## src/rtl/rgb_led_arbiter_pkg.sv

```systemverilog
// Shared state encodings, owner codes and LED colour constants for the RGB LED arbiter.
package rgb_led_arbiter_pkg;

  typedef enum logic [2:0] {
    ST_IDLE    = 3'd0,
    ST_SIREN   = 3'd1,
    ST_KEY     = 3'd2,
    ST_ERR_ON  = 3'd3,
    ST_ERR_OFF = 3'd4
  } state_t;

  localparam logic [1:0] OWN_NONE  = 2'd0;
  localparam logic [1:0] OWN_SIREN = 2'd1;
  localparam logic [1:0] OWN_KEY   = 2'd2;
  localparam logic [1:0] OWN_ERR   = 2'd3;

  localparam logic [2:0] RED = 3'b100;
  localparam logic [2:0] OFF = 3'b000;

  function automatic logic [1:0] owner_of(input state_t s);
    case (s)
      ST_SIREN:              owner_of = OWN_SIREN;
      ST_KEY:                owner_of = OWN_KEY;
      ST_ERR_ON, ST_ERR_OFF: owner_of = OWN_ERR;
      default:               owner_of = OWN_NONE;
    endcase
  endfunction

endpackage

```

## src/rtl/rgb_led_arbiter_tick_prescaler.sv

```systemverilog
// Free-running 0..DIV-1 counter emitting a one-cycle tick on its last count;
// restart forces the count back to 0 so a timed state always sees full ticks.
module tick_prescaler #(
  parameter int DIV = 4
) (
  input  logic clk,
  input  logic reset,
  input  logic restart,
  output logic tick
);

  localparam int CW = (DIV > 1) ? $clog2(DIV) : 1;
  localparam logic [CW-1:0] LAST = CW'(DIV - 1);

  logic [CW-1:0] cnt;

  assign tick = (cnt == LAST);

  always_ff @(posedge clk) begin
    if (reset || restart || tick) cnt <= '0;
    else                          cnt <= cnt + 1'b1;
  end

endmodule

```

## src/rtl/rgb_led_arbiter.sv

```systemverilog
// Fixed-priority owner of the two RGB LEDs: error flash > key echo > siren > off,
// with tick-timed holds for key and error states and registered LED outputs.
module rgb_led_arbiter #(
  parameter int CLK_HZ      = 100_000_000,
  parameter int TICK_HZ     = 10,
  parameter int BLINK_TICKS = 3,
  parameter int ERR_FLASHES = 4
) (
  input  logic       clk,
  input  logic       reset,
  input  logic       siren_en,
  input  logic [2:0] siren_rgb1,
  input  logic [2:0] siren_rgb2,
  input  logic       err_pulse,
  input  logic       key_pulse,
  input  logic [2:0] key_rgb,
  output logic [2:0] rgb1,
  output logic [2:0] rgb2,
  output logic [1:0] owner,
  output logic       busy
);
  import rgb_led_arbiter_pkg::*;

  localparam int TICK_DIV = CLK_HZ / TICK_HZ;
  localparam int BW = (BLINK_TICKS > 1) ? $clog2(BLINK_TICKS) : 1;
  localparam int FW = (ERR_FLASHES > 1) ? $clog2(ERR_FLASHES) : 1;
  localparam logic [BW-1:0] BLINK_LAST = BW'(BLINK_TICKS - 1);
  localparam logic [FW-1:0] FLASH_LAST = FW'(ERR_FLASHES - 1);

  state_t        state, next_state, arb_state;
  logic          err_pend, key_pend, err_eff, key_eff;
  logic          restart, tick;
  logic [2:0]    key_color, key_color_eff;
  logic [BW-1:0] blink_cnt;
  logic [FW-1:0] flash_cnt;

  // Pulses arriving this cycle act on this edge, not one cycle later.
  assign err_eff       = err_pend | err_pulse;
  assign key_eff       = key_pend | key_pulse;
  assign key_color_eff = key_pulse ? key_rgb : key_color;

  always_comb begin
    arb_state = err_eff  ? ST_ERR_ON :
                key_eff  ? ST_KEY    :
                siren_en ? ST_SIREN  : ST_IDLE;
    next_state = state;
    case (state)
      ST_IDLE, ST_SIREN: next_state = arb_state;
      ST_KEY: begin
        if (err_eff)                          next_state = ST_ERR_ON;
        else if (key_pulse)                   next_state = ST_KEY;
        else if (tick && blink_cnt == BLINK_LAST) next_state = arb_state;
      end
      ST_ERR_ON: begin
        if (err_eff)   next_state = ST_ERR_ON;
        else if (tick) next_state = ST_ERR_OFF;
      end
      ST_ERR_OFF: begin
        if (err_eff)                        next_state = ST_ERR_ON;
        else if (tick && flash_cnt != FLASH_LAST) next_state = ST_ERR_ON;
        else if (tick)                      next_state = arb_state;
      end
      default: next_state = ST_IDLE;
    endcase
    // Transitions between timed states on a tick need no restart: the prescaler wraps anyway.
    restart = err_eff || (next_state == ST_KEY && (state != ST_KEY || key_pulse));
  end

  tick_prescaler #(.DIV(TICK_DIV)) u_prescaler (
    .clk     (clk),
    .reset   (reset),
    .restart (restart),
    .tick    (tick)
  );

  always_ff @(posedge clk) begin
    if (reset) begin
      state     <= ST_IDLE;
      err_pend  <= 1'b0;
      key_pend  <= 1'b0;
      key_color <= OFF;
      blink_cnt <= '0;
      flash_cnt <= '0;
      rgb1      <= OFF;
      rgb2      <= OFF;
      owner     <= OWN_NONE;
      busy      <= 1'b0;
    end else begin
      state     <= next_state;
      err_pend  <= err_eff && (next_state != ST_ERR_ON);
      key_pend  <= key_eff && !(restart && next_state == ST_KEY);
      if (key_pulse) key_color <= key_rgb;

      if (restart)                    blink_cnt <= '0;
      else if (state == ST_KEY && tick) blink_cnt <= blink_cnt + 1'b1;

      if (err_eff) flash_cnt <= '0;
      else if (state == ST_ERR_OFF && next_state == ST_ERR_ON) flash_cnt <= flash_cnt + 1'b1;

      case (next_state)
        ST_SIREN:  begin rgb1 <= siren_rgb1;    rgb2 <= siren_rgb2; end
        ST_KEY:    begin rgb1 <= key_color_eff; rgb2 <= OFF;        end
        ST_ERR_ON: begin rgb1 <= RED;           rgb2 <= RED;        end
        default:   begin rgb1 <= OFF;           rgb2 <= OFF;        end
      endcase
      owner <= owner_of(next_state);
      busy  <= (next_state == ST_KEY) || (next_state == ST_ERR_ON) || (next_state == ST_ERR_OFF);
    end
  end

endmodule
```

## config.mk

```make
export PLATFORM = sky130hd
export DESIGN_NAME = rgb_led_arbiter
export DESIGN_NICKNAME = d
export VERILOG_FILES = /design/src/rtl/rgb_led_arbiter_pkg.sv /design/src/rtl/rgb_led_arbiter_tick_prescaler.sv /design/src/rtl/rgb_led_arbiter.sv
export SDC_FILE = /design/constraint.sdc
export NUM_CORES = 1
export LEC_CHECK = 0
export CORE_ASPECT_RATIO = 0.7
export CORE_MARGIN = 5
export CORE_UTILIZATION = 55
export DETAILED_ROUTE_END_ITERATION = 10
export PLACE_DENSITY = 0.78
export RECOVER_POWER = 100
export SKIP_LAST_GASP = 1
export SLEW_MARGIN = 20
export SYNTH_ARGS = -nofsm -noshare
export SYNTH_HDL_FRONTEND = slang
export SYNTH_HIERARCHICAL = 1
export SYNTH_SLANG_ARGS = --single-unit
export TNS_END_PERCENT = 5
```

## constraint.sdc

```tcl
create_clock -name clk -period 4 [get_ports clk]
set_clock_uncertainty 0.2 [all_clocks]
set_input_delay 1 -clock clk [delete_from_list [all_inputs] [get_ports clk]]
set_output_delay 1 -clock clk [all_outputs]
set_load 0.02 [all_outputs]
```

==> summary.txt <==
first-pass GRT wire length - 7110 um
global-route usage over all layers - 17.8%
Worst-Skew Late Latency - 290 ps
Max Fclk - 276 MHz
outcome - completed
Slew Viols, Final - 0
share of the synthesized area in the top cell type - 43.1%
reg-to-reg slack, setup - 380 ps
CP peak stage delay - 740 ps
row count - 18
CP delay by family, top - simple AND/OR/NAND/NOR gates
Clock transition at path regs - 80 ps
CP endpoint kind - register
FFs w/ async S/R, synth - 0%
clk buf depth - 2
Critical Path Fanout Max - 22
Pwr per Cell Area - 344 nW/um^2
Final ANT Viol Nets - 0
Num CTS Buffers - 5
CTS tree - done
number of H-tree levels - 2
top post-synthesis cells by area - dfxtp_1 (43%), nor2_1 (4.8%), xnor2_1 (4.2%)
most frequent CP cell - nand2b_1
initial DRC count - 120
maxcap violations - 0
Arr. time, crit path - 3640 ps
register bit total from synthesis - 45
worst setup path class - reg -> reg
Yosys warning count - 6
Setup-failing EPs final - 0
Slew HR - 36.8%
Post-DP HPWL - 3110 um
Hold Crit Class - reg -> reg
largest area contributor in the netlist - dfxtp_1
vias in the first global route - 1,504
Core Area - 3600 um^2
Die Ht - 61.6 um
RSZ-0062 raised after global routing - no
post-synth net total - 243
Port-buffer cells - 22
DR pass1 iterations - 4
Top FF cell, synth - dfxtp_1
share of post-route cells with drive strength above 1 - 11.6%
Final Core Density - 66.4%
drt wl/cell - 14.2 um
Final #Nets - 266
Syn Area/Cell - 9.26 um^2
CTS Sinks - 45
worst-margin pin slew - 948 ps
Min Clock Period, post-route - 3620 ps
Synth-to-Final Area Change - 14.4%
Starting Density - 58.1%
ant diodes - 0
io pins - 23
register area share after synthesis - 43.1%
initial antenna violation count - 0
placer's final routability congestion estimate - 0.796
mapped cell area - 2090 um^2
pin count of the biggest net entering global routing - 23
Mapped Cells - 226
via/cell ratio - 5.60
setup TNS - 0 ps
leakage power - 0.811 nW
total grt overflow - 0
Distinct cells, synth - 56
EDFF count, synth - 0
Via Count - 1,680
Fin. Hold Viols - 0
post-CTS setup buffer count - 0
Startpoint Class - register
worst path bufs/invs - 0
Root Driver - clkbuf_8
Cell Chain, Critical Path - ha_1 > nand2_1 > or4_2 > nor2_2 > nand2b_1 > a21oi_2 > a32o_2 > nor3_4 > nand2b_1 > nor2_1 > o21ai_2 > a21oi_1
routed wire length - 4270 um
DIE WIDTH - 83.7 um
CP max-delay cell - or4_2
Worst IR Drop VDD - 0.000269 V
Final period util - 90.6%
full die area - 5160 um^2
residual DRC count - 0
CP required - 4020 ps
[worst register-to-register path: cells and delay by family (launching register included)]
| family | cells | cell delay [ps] |
|---|---|---|
| AO/OA/AOI/OAI | 4 | 1020 |
| adder cells (fa/ha/maj) | 1 | 220 |
| AND/OR/NAND/NOR | 7 | 1740 |
| flip-flops | 1 | 370 |
[metal layers]
| metal | up-vias | track usage, % | part of all wire, % |
|---|---|---|---|
| li1 | 858 | - | - |
| met1 | 777 | 26.3 | 55 |
| met2 | 41 | 24.7 | 39 |
| met3 | 4 | 4.55 | 5.1 |
| met4 | 0 | 6.88 | 1.0 |
| met5 | - | 0 | 0 |
[report_power, final]
group / switching [W] / internal [W] / total (W)
clock network: 0.000146 / 0.000121 / 0.000267
logic: 0.0000499 / 0.0000402 / 0.0000901
registers: 0.00000601 / 0.000460 / 0.000466
[sequential cells by signal (all words and copies together), names as in the netlist]
name,count
flash_cnt,2
state,3
key_pend,1
rgb1,3
err_pend,1
key_color,3
u_prescaler/cnt,24
blink_cnt,2
owner,2
rgb2,3
busy,1
[cell usage after synthesis (2+ instances only)]
cell	instances
or4_2	2
clkbuf_1	3
nor2_2	2
o31ai_1	5
nor3_1	11
buf_4	2
nor2_1	27
dfxtp_1	45
buf_6	2
inv_1	5
nand3_1	7
ha_1	3
or4_1	5
a21oi_2	2
or3_1	6
or4_4	2
nand2b_1	4
xor2_1	3
xnor2_1	10
and3_1	3
nor2b_1	2
nand4_1	3
a32o_1	2
a21oi_1	13
mux2i_1	5
nor4_1	3
nand2_1	15
o21ai_0	6
[path summary, 6_finish.rpt]
path	startpoint	to	cells after the start
min reg2reg	u_prescaler/cnt[0]$_SDFF_PP0_	u_prescaler/cnt[0]$_SDFF_PP0_	1
max reg2reg	u_prescaler/cnt[0]$_SDFF_PP0_	u_prescaler/cnt[14]$_SDFF_PP0_	12
max	u_prescaler/cnt[0]$_SDFF_PP0_	u_prescaler/cnt[14]$_SDFF_PP0_	12
min	u_prescaler/cnt[0]$_SDFF_PP0_	u_prescaler/cnt[0]$_SDFF_PP0_	1
[logic make-up (layout without fill, tap and decap cells)]
| logic type | count (synthesis) | in the layout | share of synthesized area, % |
|---|---|---|---|
| AND/OR/NAND/NOR | 109 | 109 | 30.4 |
| flip-flops | 45 | 45 | 43.1 |
| AO/OA/AOI/OAI | 38 | 38 | 13.4 |
| XOR/XNOR | 13 | 13 | 5.44 |
| buffers and inverters | 13 | 37 | 3.47 |
| multiplexers | 5 | 5 | 2.39 |
| adder cells (fa/ha/maj) | 3 | 3 | 1.79 |
[final cells by class]
cell class	count	area, um^2
repair buffers	24	235
fillers	309	1210
multi-input cells	168	1090
clock inverters	2	10.0
flip-flops and latches	45	901
well taps	50	62.6
clock buffers	6	72.6
inverters	5	18.8
[layout by cell type, fill, tap and decap left out, types with 3 or more instances in the layout]
cell and instances:
dfxtp_1 45, nor2_1 27, nand2_1 15, a21oi_1 13, clkdlybuf4s50_1 12, nor3_1 11, xnor2_1 10, dlygate4sd3_1 10
nand3_1 7, or3_1 6, o21ai_0 6, inv_1 5, o31ai_1 5, mux2i_1 5, clkbuf_8 5, or4_1 5
nand2b_1 4, xor2_1 3, nor4_1 3, and3_1 3, ha_1 3, nand4_1 3
[what timing repair did]
action	in CTS	in global routing
endpoints found under the setup margin	0	4
hold buffers	0	0
resized for setup	0	1
endpoints found under the hold margin	0	0
[per-stage QoR]
stage | cells | hold slack, ps | cell area [um^2] | worst slack [ps] | power [W]
6_report | 300 | 274 | 2390 | 376 | 0.000823
2_1_floorplan | 226 | 218 | 2090 | 829 | 0.000536
4_1_cts | 300 | 272 | 2420 | 288 | 0.000837
3_5_place_dp | 292 | 261 | 2340 | 334 | 0.000571
3_3_place_gp | 292 | 230 | 2340 | 452 | 0.000570
5_1_grt | 300 | 304 | 2390 | 123 | 0.000866
Power figures use the tool's default switching activity.
